## src/rtl/text_buffer.sv

```systemverilog
`default_nettype none
// ============================================================================
// Module   : text_buffer
// Purpose  : Cursor-edited COLS x ROWS ASCII screen store that feeds the VGA
//            text renderer. It takes a byte stream and serves the code for the
//            cell under pixel (x, y) with a one-cycle registered latency.
// Options  : CURSOR_BLINK_EN - when defined, a blinking '_' cursor is
//            overlaid on the cell at cursor_idx while the buffer is not full.
// Revision : 1.0 - initial release
// ============================================================================
module text_buffer #(
  parameter int COLS       = 32,
  parameter int ROWS       = 4,
  parameter int X0         = 192,
  parameter int Y0         = 208,
  parameter int BLINK_BITS = 25
) (
  input  logic       clk,
  input  logic       reset,
  input  logic       wr_valid,
  input  logic [7:0] wr_data,
  output logic       wr_ready,
  input  logic [9:0] x,
  input  logic [9:0] y,
  output logic [7:0] ascii_code,
  output logic [7:0] cursor_idx,
  output logic       full
);

  localparam int         CELLS   = COLS * ROWS;
  localparam int         AW      = $clog2(CELLS);
  localparam int         CB      = $clog2(COLS);
  localparam int         RB      = $clog2(ROWS);
  localparam logic [7:0] CELLS_C = 8'(CELLS);
  localparam logic [7:0] SPACE   = 8'h20;
  localparam logic [7:0] CH_BS   = 8'h08;
  localparam logic [7:0] CH_CR   = 8'h0D;
  localparam logic [7:0] CH_FF   = 8'h0C;

  typedef enum logic [0:0] {
    CLEAR = 1'b0,
    IDLE  = 1'b1
  } state_t;

  state_t          state_q, state_d;
  logic [AW-1:0]   clr_addr_q, clr_addr_d;
  logic [7:0]      cursor_q, cursor_d;
  logic [7:0]      ascii_code_q, ascii_code_d;

  logic [7:0]      mem [CELLS];
  logic            mem_we;
  logic [AW-1:0]   mem_waddr;
  logic [7:0]      mem_wdata;

  logic            full_w;
  logic [7:0]      bs_idx;
  logic [8:0]      cr_next;
  logic [9:0]      x_off, y_off;
  logic            in_win;
  logic [AW-1:0]   rd_addr;
  logic            show_cursor;
  logic            unused_bits;

  assign full_w     = (cursor_q == CELLS_C);
  assign full       = full_w;
  assign cursor_idx = cursor_q;
  assign ascii_code = ascii_code_q;

  // Backspace target and next-row start (OR-ing in the column bits then
  // adding one lands on the first column of the following row).
  assign bs_idx  = cursor_q - 8'd1;
  assign cr_next = {1'b0, cursor_q | 8'(COLS - 1)} + 9'd1;

  // Editing FSM: owns the write port, either clearing or applying input bytes.
  always_comb begin
    state_d    = state_q;
    clr_addr_d = clr_addr_q;
    cursor_d   = cursor_q;
    mem_we     = 1'b0;
    mem_waddr  = clr_addr_q;
    mem_wdata  = SPACE;
    wr_ready   = 1'b0;
    case (state_q)
      CLEAR: begin
        mem_we     = 1'b1;
        clr_addr_d = clr_addr_q + 1'b1;
        if (clr_addr_q == AW'(CELLS - 1)) begin
          state_d = IDLE;
        end
      end
      IDLE: begin
        wr_ready = 1'b1;
        if (wr_valid) begin
          if (wr_data >= 8'h20 && wr_data <= 8'h7E) begin
            // Once full, printable bytes are accepted but discarded.
            if (!full_w) begin
              mem_we    = 1'b1;
              mem_waddr = cursor_q[AW-1:0];
              mem_wdata = wr_data;
              cursor_d  = cursor_q + 8'd1;
            end
          end else if (wr_data == CH_BS) begin
            if (cursor_q != 8'd0) begin
              mem_we    = 1'b1;
              mem_waddr = bs_idx[AW-1:0];
              mem_wdata = SPACE;
              cursor_d  = bs_idx;
            end
          end else if (wr_data == CH_CR) begin
            cursor_d = (cr_next > 9'(CELLS)) ? CELLS_C : cr_next[7:0];
          end else if (wr_data == CH_FF) begin
            cursor_d   = 8'd0;
            clr_addr_d = '0;
            state_d    = CLEAR;
          end
        end
      end
      default: begin
        state_d    = CLEAR;
        clr_addr_d = '0;
      end
    endcase
  end

  // Control state register; reset restarts the screen clear from cell 0.
  always_ff @(posedge clk) begin
    if (reset) begin
      state_q      <= CLEAR;
      clr_addr_q   <= '0;
      cursor_q     <= 8'd0;
      ascii_code_q <= 8'h00;
    end else begin
      state_q      <= state_d;
      clr_addr_q   <= clr_addr_d;
      cursor_q     <= cursor_d;
      ascii_code_q <= ascii_code_d;
    end
  end

  // Character RAM write port; the registered read below sees the old value
  // when both ports hit the same cell in one cycle.
  always_ff @(posedge clk) begin
    if (mem_we) begin
      mem[mem_waddr] <= mem_wdata;
    end
  end

  // Window test is done on the raw coordinates so the wrapped offsets of
  // out-of-window pixels never select a cell.
  assign x_off   = x - 10'(X0);
  assign y_off   = y - 10'(Y0);
  assign in_win  = (x >= 10'(X0)) && (x < 10'(X0 + 8 * COLS)) &&
                   (y >= 10'(Y0)) && (y < 10'(Y0 + 16 * ROWS));
  assign rd_addr = {y_off[4 +: RB], x_off[3 +: CB]};

  // Pixel offset bits below the cell size and above the window are not used.
  assign unused_bits = ^{x_off[2:0], x_off[9:3+CB], y_off[3:0], y_off[9:4+RB]};

`ifdef CURSOR_BLINK_EN
  logic [BLINK_BITS-1:0] blink_q, blink_d;

  assign blink_d = blink_q + 1'b1;

  // Free-running blink timer; the cursor is drawn while its MSB is set.
  always_ff @(posedge clk) begin
    if (reset) begin
      blink_q <= '0;
    end else begin
      blink_q <= blink_d;
    end
  end

  assign show_cursor = blink_q[BLINK_BITS-1] && !full_w &&
                       (8'(rd_addr) == cursor_q);
`else
  logic unused_blink;
  assign unused_blink = (BLINK_BITS > 0);
  assign show_cursor  = 1'b0;
`endif

  // Read-port mux: RAM data (or cursor glyph) inside the window, NUL outside.
  always_comb begin
    ascii_code_d = 8'h00;
    if (in_win) begin
      ascii_code_d = show_cursor ? 8'h5F : mem[rd_addr];
    end
  end

endmodule
`default_nettype wire

```

## config.mk

```make
export PLATFORM = sky130hd
export DESIGN_NAME = text_buffer
export DESIGN_NICKNAME = d
export VERILOG_FILES = /design/src/rtl/text_buffer.sv
export SDC_FILE = /design/constraint.sdc
export NUM_CORES = 1
export LEC_CHECK = 0
export CAP_MARGIN = 10
export CORE_ASPECT_RATIO = 1.4
export CORE_MARGIN = 5
export CORE_UTILIZATION = 35
export CTS_CLUSTER_DIAMETER = 30
export CTS_CLUSTER_SIZE = 8
export DETAILED_ROUTE_END_ITERATION = 12
export HOLD_SLACK_MARGIN = 0.05
export PLACE_DENSITY = 0.46
export SLEW_MARGIN = 20
export SYNTH_ARGS = -nofsm -noshare
export SYNTH_HDL_FRONTEND = slang
export SYNTH_SLANG_ARGS = --single-unit
export TNS_END_PERCENT = 1
```

## constraint.sdc

```tcl
create_clock -name clk -period 15.4 [get_ports clk]
set_clock_uncertainty 0.1 [all_clocks]
set_input_delay 3.85 -clock clk [delete_from_list [all_inputs] [get_ports clk]]
set_output_delay 3.85 -clock clk [all_outputs]
set_load 0.005 [all_outputs]
```

## Word-level counts from Yosys, hierarchy flattened

Memories as Yosys holds them, arrays and structs flattened. A register that Yosys moved wholly into a read port is not among the register bits.
Cells that the tools add are included.
W data, S select, Z words.

- Bits in writable memories: 1,024
- Memories kept: 1
- Word-level logic and storage cells: 79
- Register bits after elaboration: 16
- Input port bits: 31

Memories:

| memory | depth | width | rd ports | clocked after Yosys merged registers in | wr ports | RTL line | RTL |
|---|---|---|---|---|---|---|---|
| mem | 128 | 8 | 1 | 1 | 1 | 50 | `logic [7:0] mem [CELLS];` |

- $lt $le $gt $ge: 7
- Add/sub/neg operators: 6
- Reduce and logical (&&, ||, !) cells: 9
- Multiplexer cells: 39
- Bitwise operators: 2
- Equal/unequal tests: 12

Operators by type and width:

| operator | number |
|---|---|
| $mux W8 | 11 |
| $mux W7 | 11 |
| $eq A8 B4 Y1 const B | 3 |
| $ge A10 B8 Y1 const B | 2 |
| $lt A10 B9 Y1 const B | 2 |
| $mux W1 | 14 |
| $pmux W7 S2 | 1 |
| $ne A2 B2 Y1 const B | 5 |
| $reduce_and A5 Y1 | 2 |
| $add A8 B1 Y9 const B | 1 |
| $gt A9 B8 Y1 const B | 1 |
| $add A8 B1 Y8 const B | 1 |
| $eq A8 B8 Y1 const B | 1 |
| $ge A8 B6 Y1 const B | 1 |
| $le A8 B7 Y1 const B | 1 |
| $reduce_bool A8 Y1 | 1 |
| $sub A8 B1 Y8 const B | 1 |
| $sub A8 B8 Y8 const B | 1 |
| $add A7 B1 Y7 const B | 1 |
| $eq A7 B7 Y1 const B | 1 |
| $sub A6 B5 Y6 const B | 1 |
| $logic_and A1 B1 Y1 | 4 |
| $pmux W1 S2 | 2 |
| $reduce_bool A4 Y1 | 1 |
| other kinds (4) | 5 |

## Depth between registers and ports, before layout

Gate-level depths: netlist (run 1).

- Depth in word-level cells: 8
- Mapped depth: 13
- Depth with buffers taken out: 9

## Least setup slack after synthesis (run 1)

OpenSTA, ideal clock, no wires.

- Path type: input to register
- Start: in wr_data[0]
- End: mem mem[0][0], data pin
- Data arrival time: 7,802 ps
- Stages on the path: 5
- Data required time: 14,504 ps
- Buffers on the path: 0
- Path slack: 6,702 ps
- Cells stage by stage: and4_1 -> a311o_1 -> nor2_1 -> nand2_1 -> nor2_1

- Word-level cells in the longest chain between the ends: 5
- Elaborated cells between the ends (all ways): 7
- Classes of those cells: order compare: 2; mux: 4; reduce/logical: 1

RTL lines:

| item | RTL line | RTL |
|---|---|---|
| start: declaration | 21 | `input logic [7:0] wr_data,` |
| $ge A8 B6 Y1 or $le A8 B7 Y1 (tied branches) | 94 | `if (wr_data >= 8'h20 && wr_data <= 8'h7E) begin` |
| $logic_and A1 B1 Y1 | 94 |  |
| $mux W8 * | 94 |  |
| $mux W8 * | 93 | `if (wr_valid) begin` |
| $mux W8 * | 83 | `case (state_q)` |
| net mem_wdata[0] | 53 | `logic [7:0] mem_wdata;` |
| end: declaration | 50 |  |

The timed path passes the listed nets; every way through them passes the cells marked *.

## Worst setup path in the final report (run 1)

- Start: in wr_data[5]
- End: mem mem[17][7] (enable)

- Word-level cells in the longest chain between the ends: 7
- Elaborated cells between the ends (all ways): 14
- Classes of those cells: order compare: 2; eq/ne: 1; mux: 10; reduce/logical: 1

RTL lines:

| item | RTL line | RTL |
|---|---|---|
| $ge A8 B6 Y1, or another cell as far along | 94 |  |
| $logic_and A1 B1 Y1 or $mux W1 (tied branches) | 94, 102 |  |
| $mux W1 | 94 |  |
| $mux W1 | 93 |  |
| $pmux W1 S2 | 83 |  |
| $mux W1 | 143 | `if (mem_we) begin` |
| $mux W1 (implied by the code) | 144 | `mem[mem_waddr] <= mem_wdata;` |

Several ways; a longest one is shown, not always the timed one.

==> results of run 1 <==
[sequential cells by signal, summed over array words and instances (netlist names)]
| signal | count |
|---|---|
| mem | 1024 |
| ascii_code | 8 |
| cursor_idx | 8 |
| clr_addr_q | 7 |
| state_q | 1 |
[per-stage QoR]
stage,hold WS [ns],instances,cell area [um2],utilization
after floorplan,0.372,2245,42000,-
after CTS,0.410,4097,50000,0.424
final,0.414,4104,50000,0.424
after detailed placement,0.407,3789,44300,0.376
after global placement,0.395,3789,44300,0.376
after global routing,0.443,4097,50000,0.424
[routing by layer]
metal  routed length (um)  vias up  global-route usage
met5                    0        -                   0
met4                 3510        0              0.0612
met3                 6740      176              0.0384
met2                57800      726               0.311
met1                46100    11380               0.231
li1                     -     9258                   -
[cell type report]
| cell class | count | area, um2 | share of cell area |
|---|---|---|---|
| Inverter | 12 | 45.0 | 0.000901 |
| Timing Repair Buffer | 82 | 759 | 0.0152 |
| Clock buffer | 229 | 4870 | 0.0974 |
| Sequential cell | 1048 | 31200 | 0.625 |
| Tap cell | 1585 | 1980 | 0.0397 |
| Multi-Input combinational cell | 1062 | 10300 | 0.206 |
| Antenna cell | 7 | 17.5 | 0.000350 |
| Clock inverter | 79 | 768 | 0.0154 |
[critical path: cells and delay by family]
family	cells	cell delay (ns)
buffers and inverters	1	0.47
AOI/OAI and AO/OA	3	0.92
and+or+nand+nor	4	3.48
[power by group]
part           internal (mW)  switching, mW  total [mW]
clock                   2.40           1.31        3.71
sequential              3.10        0.00232        3.11
combinational         0.0670          0.135       0.202
[cells by family after synthesis]
| group | Yosys count |
|---|---|
| DFF | 1048 |
| and+or+nand+nor | 399 |
| muxes | 297 |
| AOI/OAI and AO/OA | 223 |
| buffers and inverters | 135 |
| adders and majority gates | 10 |
| xor gates and xnor gates | 5 |
| other | 1 |
[path summary, 6_finish.rpt]
path	slack (ns)	end	depth (start not counted)	start
max reg2reg	10.11	mem[17][7]$_DFFE_PP_	9	cursor_idx[0]$_SDFFE_PP0P_
min reg2reg	0.41	clr_addr_q[5]$_SDFFE_PP0P_	2	clr_addr_q[5]$_SDFFE_PP0P_
min	0.41	clr_addr_q[5]$_SDFFE_PP0P_	2	clr_addr_q[5]$_SDFFE_PP0P_
max	6.94	mem[17][7]$_DFFE_PP_	8	wr_data[5]
[placed cells by master, fill, tap and decap left out, drive strengths merged, types with 47 or more instances in the layout]
cell    Yosys  routed
edfxtp   1024    1024
mux4      242     242
clkbuf     73     229
nor2      181     181
conb        1     128
nand2      58      58
clkinv      0      56
a22oi      55      55
mux2i      47      47
==> impl.org, run 1 <==
** Pwr
- IR drop worst, VDD :: 0.115 mV
- Post-layout total power :: roughly 7.0 mW
- Dividing total power by cell area gives a power density of around 140 mW/mm2.
- For this design the static power due to leakage is around 18 nW.

** STA
- Total of endpoints with negative setup slack in the final report :: 0
- The max-slew violation total from the final report was 0.
- For the pin with the worst max-slew slack, the measured transition is between 1 and 1.5 ns.
- Crit share post-route :: 0.549
- Final critical-path setup slack :: ~6.9 ns
- RSZ-0062 raised after global routing :: no
- Total negative slack for setup checks :: 0 ns
- Maximum operating frequency :: about 120 MHz
- Subtracting the final worst setup slack from the clock period gives between 8 and 9 ns.
- Count of endpoints failing hold in the final timing report :: 0
- Headroom to the max-slew limit came out at 0.215.

** Synth
- By area, the combinational part of the netlist is dominated by multiplexers.
- Of all flip-flops after synthesis, the portion carrying an async set or reset was 0.
- Xor/xnor share of the synthesized area :: 0.00105
- Total of flip-flops plus latches after synthesis :: about 1000
- By area the synthesized netlist is led by edfxtp_1, mux4_2, nor2_1.
- Counting every instance in the synthesized netlist gives ~2100.
- In this run, synthesis inferred between 1000 and 1500 flip-flops with an integrated enable.
- Synth Area in Compound Gates :: 0.0383
- Area share of the largest cell type after synthesis :: 0.741
- Library cell with the largest summed area after synthesis :: edfxtp_1
- Predominant post-synthesis flop cell :: edfxtp_1
- The share of the Yosys chip area taken by registers is 0.752.
- Synthesized area divided by synthesized cell count :: 19.6 um2
- Yosys warnings :: 0
- Yosys mapped the design onto 71 distinct sky130hd cell types.
- By instance count, the leading cell after synthesis is edfxtp_1.
- After synthesis, the most frequently instantiated cells are edfxtp_1, mux4_2, nor2_1.
- The portion of synthesized area spent on multiplexers is 0.145.
- Of the total synthesized cell area, the portion taken by AND, OR, NAND and NOR gates is 0.0478.
- Of the total synthesized cell area, the portion taken by full adders, half adders and majority gates is 0.00301.
- The mapped netlist covers approximately 0.042 mm2.

** Clocking
- # resized after CTS :: 0
- The H-tree was split into 4 levels.
- Clock-pin slew on the worst setup and hold paths :: around 0.050 ns
- For this design, the CTS-stage hold fixing added 0 buffers.
- For this design, the sink count on the clock tree is approximately 1000.
- Setup Fix Bufs, Post-CTS :: 0
- Clock tree from TritonCTS :: yes
- The cell sitting at the root of the clock tree is a clkbuf_16.
- Number of buffers created by CTS :: about 180
- Longest Clk Path Bufs :: 3
- Clock network latency to the later pin of the worst-skew pair :: around 0.77 ns

** GRT
- The number of global-route vias before repair was 22994.
- Wire length of the first global-routing pass :: 165000 um
- Tot GR Track Use :: 0.182
- Initial antenna violation count :: 9
- Entering global routing, the biggest net connects slightly below 100 pins.
- Total grt overflow :: 0

** Flow run
- Max_cap viols :: 0

** Run status
- The flow ran to the end, and the final reports show no timing, DRC or antenna violations.

** Floorplan
- Row count :: 149
- Height of the chip :: between 400 and 500 um
- Initial Util :: 0.352
- The die covers 0.126 mm2.
- During I/O placement, the number of pins put on the boundary was approximately 50.
- The core region is ~0.12 mm2.
- The die is around 300 um wide.

** Worst setup path
- Endpoint type of the worst setup path :: flop
- STA puts the critical path data arrival time at between 8 and 9 ns.
- WP data required :: around 16 ns
- Path type of the worst setup path :: primary input to flop
- Of all nets on the critical path, the largest fanout is 16.
- Cell-by-cell listing of the critical path :: clkdlybuf4s50_1 > or4_4 > or4_1 > a31oi_4 > o21ai_4 > a2bb2oi_1 > nand3_2 > nor2_1
- For this run, the slowest stage of the critical path takes around 1.2 ns.
- Among all stages on the critical path, the largest delay is contributed by nor2_1.
- Launching element type of the critical path :: primary input

** Cells and area
- Nets :: 2428
- Syn-to-layout area delta :: 20.4%
- In the final layout, the share of cells above drive strength 1 is 0.228.
- After filler insertion, the fill cell instance count of the layout stands at 10445.

** Route
- For this block, the via count after detailed routing is approximately 22000.
- Post-detailed-routing wire length :: between 100000 and 150000 um
- In this run the remaining antenna-violating nets after routing total 0.
- Pre-antenna DRT Iters :: 8
- In the routed layout, each cell is associated on average with a via count of 5.25.
- Initial drt markers :: about 1800
- In the routed design, unresolved DRC markers number 0.
- Average wire per standard cell :: between 20 and 30 um

** Placed design
- The congestion estimate from routability-driven global placement came to between 0.7 and 0.8.
- Count of input and output buffers :: between 40 and 50
- Post-placement worst setup slack :: between 6 and 7 ns
- Summed over all nets, the half-perimeter wirelength after detailed placement is ~70000 um.

** Worst hold path
- Worst hold path type :: flop to flop
(Power assumes the default switching activity.)
==> run 2: changes to the inputs <==
Settings changed: PLACE_DENSITY 0.46 to 0.48.
Clock period 15.4 ns to 7.03 ns, I/O delays scaled along.
==> impl.org, run 2 (synthesis results as in run 1) <==
** Route
- Final ANT Viol Nets :: 0 (unchanged)
- The via density per instance was 5.21 (was 5.25).
- The violation count after the first detailed-routing iteration came to 1691 (was 1780).
- The routed length per placed instance is 26.8 um (was 27.8 um).
- Via count :: 22110 (was 21540)
- The wire length after detailed routing is 114000 um (about the same).
- The number of detailed-routing iterations run before antenna repair was 5 (was 8).
- Drt drc :: 0 (unchanged)

** Floorplan
- The number of placement rows is 149 (unchanged).
- The die footprint was 0.126 mm2 (unchanged).
- Height of the chip :: 418 um (unchanged)
- Initial Util :: 0.352 (unchanged)
- Core ar. :: 0.118 mm2 (unchanged)
- Number of top-level pins :: 49 (unchanged)
- The horizontal die dimension was 301 um (unchanged).

** Clocking
- The clock slew seen by the registers of the worst setup and hold paths came to 0.04 ns (was 0.05 ns).
- The count of cells resized by post-cts repair is 0 (unchanged).
- The worst-skew pair later-pin latency was 0.77 ns (about the same).
- The number of sinks on the clock net is 1048 (unchanged).
- Longest Clk Path Bufs :: 3 (unchanged)
- Number of buffers created by CTS :: 176 (was 181)
- The deepest level of the CTS H-tree is 4 (unchanged).
- The root buffer cell is clkbuf_16 (unchanged).
- Clock tree from TritonCTS :: yes (unchanged)
- The number of post-CTS setup repair buffers is 0 (unchanged).
- Hold buffer count at cts :: 0 (unchanged)

** Cells and area
- The proportion of layout cells with a drive suffix above 1 came to 0.269 (was 0.228).
- The final design area excluding fillers is 0.0510 mm2 (was 0.0500 mm2).
- The diode insertion count for antenna repair was 0 (was 7).
- Syn-to-layout area delta :: 22.9% (was 20.4%)
- The count of placed standard cells in the final layout, fillers left out is 4243 (was 4104).
- The most frequent standard cell in the layout excluding fill and tap cells was edfxtp_1 (unchanged).
- End-of-flow core utilization :: 0.433 (was 0.424)
- Number of flip-flops under the largest register name :: 1024 (unchanged)
- Register ranked first by flip-flop count :: mem (unchanged)
- Most frequent cells in the layout :: edfxtp_1, mux4_2, buf_4 (was edfxtp_1, mux4_2, clkbuf_16)
- Filler Cells Inserted :: 10393 (was 10445)
- The final net count came to 2582 (was 2428).

** GRT
- Pin count of the biggest net entering global routing :: 129 (was 99)
- The total congestion overflow came to 0 (unchanged).
- Initial antenna violation count :: 2 (was 9)
- Number of global-route vias before repair :: 23511 (was 22994)
- The combined global-route utilization of all metal layers is 0.181 (was 0.182).
- The wire length of the first global-routing pass came to 165000 um (about the same).

** Pwr
- Power Internal :: 12.0 mW (was 5.57 mW)
- Net Sw Power :: 3.18 mW (was 1.44 mW)
- The worst vdd rail ir drop was 0.210 mV (was 0.115 mV).
- The power per cell area is 298 mW/mm2 (was 140 mW/mm2).
- Post-layout total power :: 15.2 mW (was 7.02 mW)
- Leakage :: 18.6 nW (was 17.8 nW)
- Combinational power share :: 0.030 (was 0.029)
- The share of power burned in the clock network is 0.522 (was 0.528).
- The part of the power in registers was 0.448 (was 0.443).
- The share of total power consumed by net switching came to 0.209 (was 0.206).

** STA
- The count of endpoints failing hold in the final timing report came to 0 (unchanged).
- The max-slew headroom at the worst pin was 0.273 (was 0.215).
- Based on the critical path, the design can be clocked at up to 182 MHz.
- RSZ-0062 raised after global routing: no (unchanged).
- In the finished design, the share of the clock period the worst path needs comes to 0.780.
- The max-slew violation total from the final report came to 0 (unchanged).
- The number of setup violations in the final report came to 0 (unchanged).
- Crit path time final :: roughly 5.5 ns
- Total negative slack for setup checks :: 0 ns (unchanged)
- Slew of the pin with the lowest slew margin :: 1.08 ns (was 1.18 ns)

** Flow run
- The max-cap violation count was 0 (unchanged).

** Worst setup path
- Data arrival, critical path :: 5.85 ns (was 8.74 ns)
- Path type of the worst setup path :: primary input to flop (unchanged)
- Launching element type of the critical path :: primary input (unchanged)
- Endpoint type of the worst setup path :: flop (unchanged)
- WP data required :: 7.39 ns (was 15.68 ns)
- The largest fanout on the critical path was 10 (was 16).

** Run status
- Result of the run :: complete, no violations (unchanged)

** Worst hold path
- The type of the most critical hold path was flop to flop (unchanged).

** Placed design
- Dpl cell area :: 0.0455 mm2 (was 0.0443 mm2)
- The HPWL after detailed placement came to 72400 um (was 70100 um).
- The count of placed standard cells including taps was 3947 (was 3789).
- Gpl congestion :: 0.801 (was 0.793)
- The number of port buffers came to 45 (unchanged).
[run 2: changes by cell type in the layout (fill, tap and decap cells not counted), moves of 7 or more]
cell / previous run / this run
nand3_1: 18 / 26
nand3_2: 8 / 0
diode_2: 7 / 0
clkbuf_16: 187 / 176
buf_4: 35 / 191
[run 2: final cells by class]
cell class              count  area [um2]  area share
inverters                  12        45.0    0.000883
clock buffers             219        4590      0.0899
repair buffers            241        2010      0.0393
multi-input cells        1062       10300       0.202
clock inverters            76         878      0.0172
flip-flops and latches   1048       31200       0.612
well taps                1585        1980      0.0389
[run 2: path summary, 6_finish.rpt]
check | start | to | slack (ns) | cells after the start
max | wr_data[5] | mem[99][0]$_DFFE_PP_ | 1.55 | 10
min | clr_addr_q[6]$_SDFFE_PP0P_ | clr_addr_q[6]$_SDFFE_PP0P_ | 0.43 | 1
max reg2reg | cursor_idx[0]$_SDFFE_PP0P_ | mem[93][7]$_DFFE_PP_ | 2.59 | 10
min reg2reg | clr_addr_q[6]$_SDFFE_PP0P_ | clr_addr_q[6]$_SDFFE_PP0P_ | 0.43 | 1
[run 2: power by group through the flow]
stage / clock, mW / sequential [mW] / combinational (mW)
floorplan: 0 / 6.92 / 0.265
detailed placement: 0 / 6.92 / 0.465
CTS: 8.09 / 6.80 / 0.466
global route: 8.39 / 6.80 / 0.489
global placement: 0 / 6.92 / 0.464
finish: 7.94 / 6.80 / 0.460
[run 2: critical path, cell delays in order]
cell and delay [ns]:
clkdlybuf4s50_1 0.47, or4_4 0.56, or4_1 0.68, a31oi_4 0.29, o21ai_4 0.13, a21oi_1 0.31
nand3_1 0.60, buf_4 0.50, nor2_1 0.31, buf_4 0.22
[run 2: metal layers]
| metal | vias to the layer above | part of all wire | global-route usage |
|---|---|---|---|
| li1 | 9546 | - | - |
| met1 | 11795 | 0.40 | 0.225 |
| met2 | 615 | 0.53 | 0.321 |
| met3 | 154 | 0.052 | 0.0393 |
| met4 | 0 | 0.023 | 0.0466 |
| met5 | - | 0 | 0 |
[run 2: through the flow]
stage	setup slack (ns)	hold WS, ns
floorplan	0.425	0.372
global placement	0.795	0.405
detailed placement	0.766	0.409
CTS	1.53	0.424
global route	1.41	0.445
finish	1.55	0.432
==> run 3: changes to the inputs <==
Settings changed: PLACE_DENSITY 0.48 to 0.46.
Clock period 7.03 ns to 5.55 ns, I/O delays scaled along.
==> impl.org, run 3 (synthesis results as in run 1) <==
** GRT
- The wire length of the first global-routing pass was 173000 um (was 165000 um).
- The combined global-route utilization of all metal layers came to 0.190 (was 0.181).
- The number of global-route vias before repair is 24285 (was 23511).
- The total congestion overflow was 0 (unchanged).
- The pin count of the biggest net entering global routing is 129 (unchanged).
- The initial antenna violation count was 2 (unchanged).

** Cells and area
- The final net count was 2677 (was 2582).
- Most common cell after layout, fill and taps aside :: edfxtp_1 (unchanged)
- Most frequent cells in the layout: edfxtp_1, buf_4, mux4_2 (was edfxtp_1, mux4_2, buf_4).
- The flip-flop count of the largest register, all copies and words added was 1024 (unchanged).
- The final design area excluding fillers is 0.0526 mm2 (was 0.0510 mm2).
- The number of inserted filler cells in the final layout is 10349 (was 10393).
- Post-route insts no fill :: 4366 (was 4243)
- Register ranked first by flip-flop count :: mem (unchanged)
- Syn-to-layout area delta :: 26.6% (was 22.9%)
- Fraction of final layout cells with drive strength greater than 1 :: 0.304 (was 0.269)

** Floorplan
- The horizontal die dimension came to 301 um (unchanged).
- The area inside the core boundary is 0.118 mm2 (unchanged).
- The die footprint is 0.126 mm2 (unchanged).
- Initial Util :: 0.352 (unchanged)
- The number of placement rows came to 149 (unchanged).
- Number of top-level pins :: 49 (unchanged)
- The height of the chip came to 418 um (unchanged).

** Placed design
- The weighted congestion at the end of routability-driven global placement was 0.827 (was 0.801).
- Cell count after placement :: 4026 (was 3947)
- Post-DP HPWL :: 77300 um (was 72400 um)
- The placed standard-cell area was 0.0463 mm2 (was 0.0455 mm2).
- The number of port buffers is 45 (unchanged).

** Run status
- Result of the run :: complete, no violations (unchanged)

** STA
- Dividing the final minimum period by the clock period gives 0.839.
- The count of endpoints failing hold in the final timing report came to 0 (unchanged).
- The aggregate negative setup slack came to 0 ns (unchanged).
- The number of setup violations in the final report came to 0 (unchanged).
- Pins over their slew limit :: 0 (unchanged)
- Max transition margin :: 0.289 (was 0.273)
- The slew of the pin with the lowest slew margin is 1.06 ns (was 1.08 ns).
- The worst path in the final design needs a cycle of around 4.7 ns, including I/O delays and setup.
- For this run, the top clock speed supported by timing is around 210 MHz.
- RSZ-0062 raised after global routing: no (unchanged).

** Route
- Via count :: 22601 (was 22110)
- Pre-antenna DRT Iters :: 5 (unchanged)
- The wire length after detailed routing was 118000 um (was 114000 um).
- The routed length per placed instance was 27.1 um (was 26.8 um).
- Initial drt markers :: 1881 (was 1691)
- Final ANT Viol Nets :: 0 (unchanged)
- The DRC violation count after routing was 0 (unchanged).
- The via density per instance came to 5.18 (was 5.21).

** Clocking
- The clock slew seen by the registers of the worst setup and hold paths is 0.04 ns (about the same).
- Hold buffer count at cts :: 0 (unchanged)
- The number of post-CTS setup repair buffers came to 0 (unchanged).
- The root buffer cell is clkbuf_16 (unchanged).
- Number of clock sinks :: 1048 (unchanged)
- The count of cells resized by post-cts repair was 0 (unchanged).
- The number of buffers created by CTS came to 193 (was 176).
- Clock tree from TritonCTS :: yes (unchanged)
- Longest Clk Path Bufs :: 3 (unchanged)
- Clock network latency to the later pin of the worst-skew pair :: 0.77 ns (about the same)
- CTS H-tree lvls :: 4 (unchanged)

** Worst setup path
- The data required time at the worst endpoint is 5.92 ns (was 7.39 ns).
- The critical path endpoint category is a flop (unchanged).
- The arrival time of data at the critical path endpoint was 5.03 ns (was 5.85 ns).
- Launching element type of the critical path :: primary input (unchanged)
- Depth of the worst register-to-register path :: 10 (unchanged)
- The largest fanout on the critical path was 12 (was 10).
- Path type of the worst setup path :: primary input to flop (unchanged)

** Worst hold path
- The type of the most critical hold path is flop to flop (unchanged).
- Cell depth of the worst hold path :: 1 (unchanged)

** Pwr
- Leakage :: 19.4 nW (was 18.6 nW)
- IR drop worst, VDD :: 0.287 mV (was 0.210 mV)
- Power Density :: 390 mW/mm2 (was 298 mW/mm2)

** Flow run
- The max-cap violation count is 0 (unchanged).
==> run 3: cell types whose count changed in the layout (fill, tap and decap cells not counted), sizes merged <==
cell      change
bufinv        +9
clkbuf       +16
clkinvlp      +9
buf          +78
diode         +1
inv           -2
clkinv       +12
==> run 3: worst max-delay path: stages <==
cell and delay (ns):
clkdlybuf4s50_1 0.47, or4_4 0.56, nor4_4 0.26, nand2_1 0.17, or4_1 0.49, o2111a_1 0.39, buf_4 0.28, nand4bb_1 0.49
nor2_1 0.31, buf_4 0.19
==> run 3: where the power goes <==
group	switching [mW]	leakage [nW]	internal, mW
Combinational	0.381	4.99	0.223
Sequential	0.00606	11.4	8.61
Clock	3.80	3.05	7.46
Total	4.18	19.4	16.3
==> run 3: path summary, 6_finish.rpt <==
check	startpoint	endpoint	slack, ns
hold reg to reg	clr_addr_q[6]$_SDFFE_PP0P_	clr_addr_q[6]$_SDFFE_PP0P_	0.44
setup reg to reg	cursor_idx[0]$_SDFFE_PP0P_	mem[122][5]$_DFFE_PP_	1.35
hold / removal	clr_addr_q[6]$_SDFFE_PP0P_	clr_addr_q[6]$_SDFFE_PP0P_	0.44
setup / recovery	wr_data[5]	mem[30][6]$_DFFE_PP_	0.89
==> run 3: layout make-up <==
type                       instances  area [um2]  share of cell area
sequential                      1048       31200               0.594
multi-input combinational       1062       10300               0.196
clock buffer                     235        5090              0.0969
timing repair buffer             319        2720              0.0518
tap                             1585        1980              0.0377
clock inverter                   104        1200              0.0228
inverter                          12        45.0            0.000857
antenna                            1        2.50           0.0000476
==> run 3: stage by stage <==
step	power (mW)	util	worst slack, ns	hold WS (ns)
global placement	9.37	0.393	0.127	0.428
floorplan	9.10	-	0.673	0.372
CTS	20.7	0.446	0.856	0.438
global route	21.1	0.446	0.651	0.462
finish	20.5	0.446	0.893	0.437
detailed placement	9.37	0.393	0.0103	0.434
==> run 3: per-layer routing <==
metal  vias to the layer above  GRT usage  wire (um)
met2                       638      0.334      62000
met1                     12037      0.240      47900
met5                         -          0          0
met4                         0     0.0572       3210
li1                       9756          -          -
met3                       170     0.0335       5320
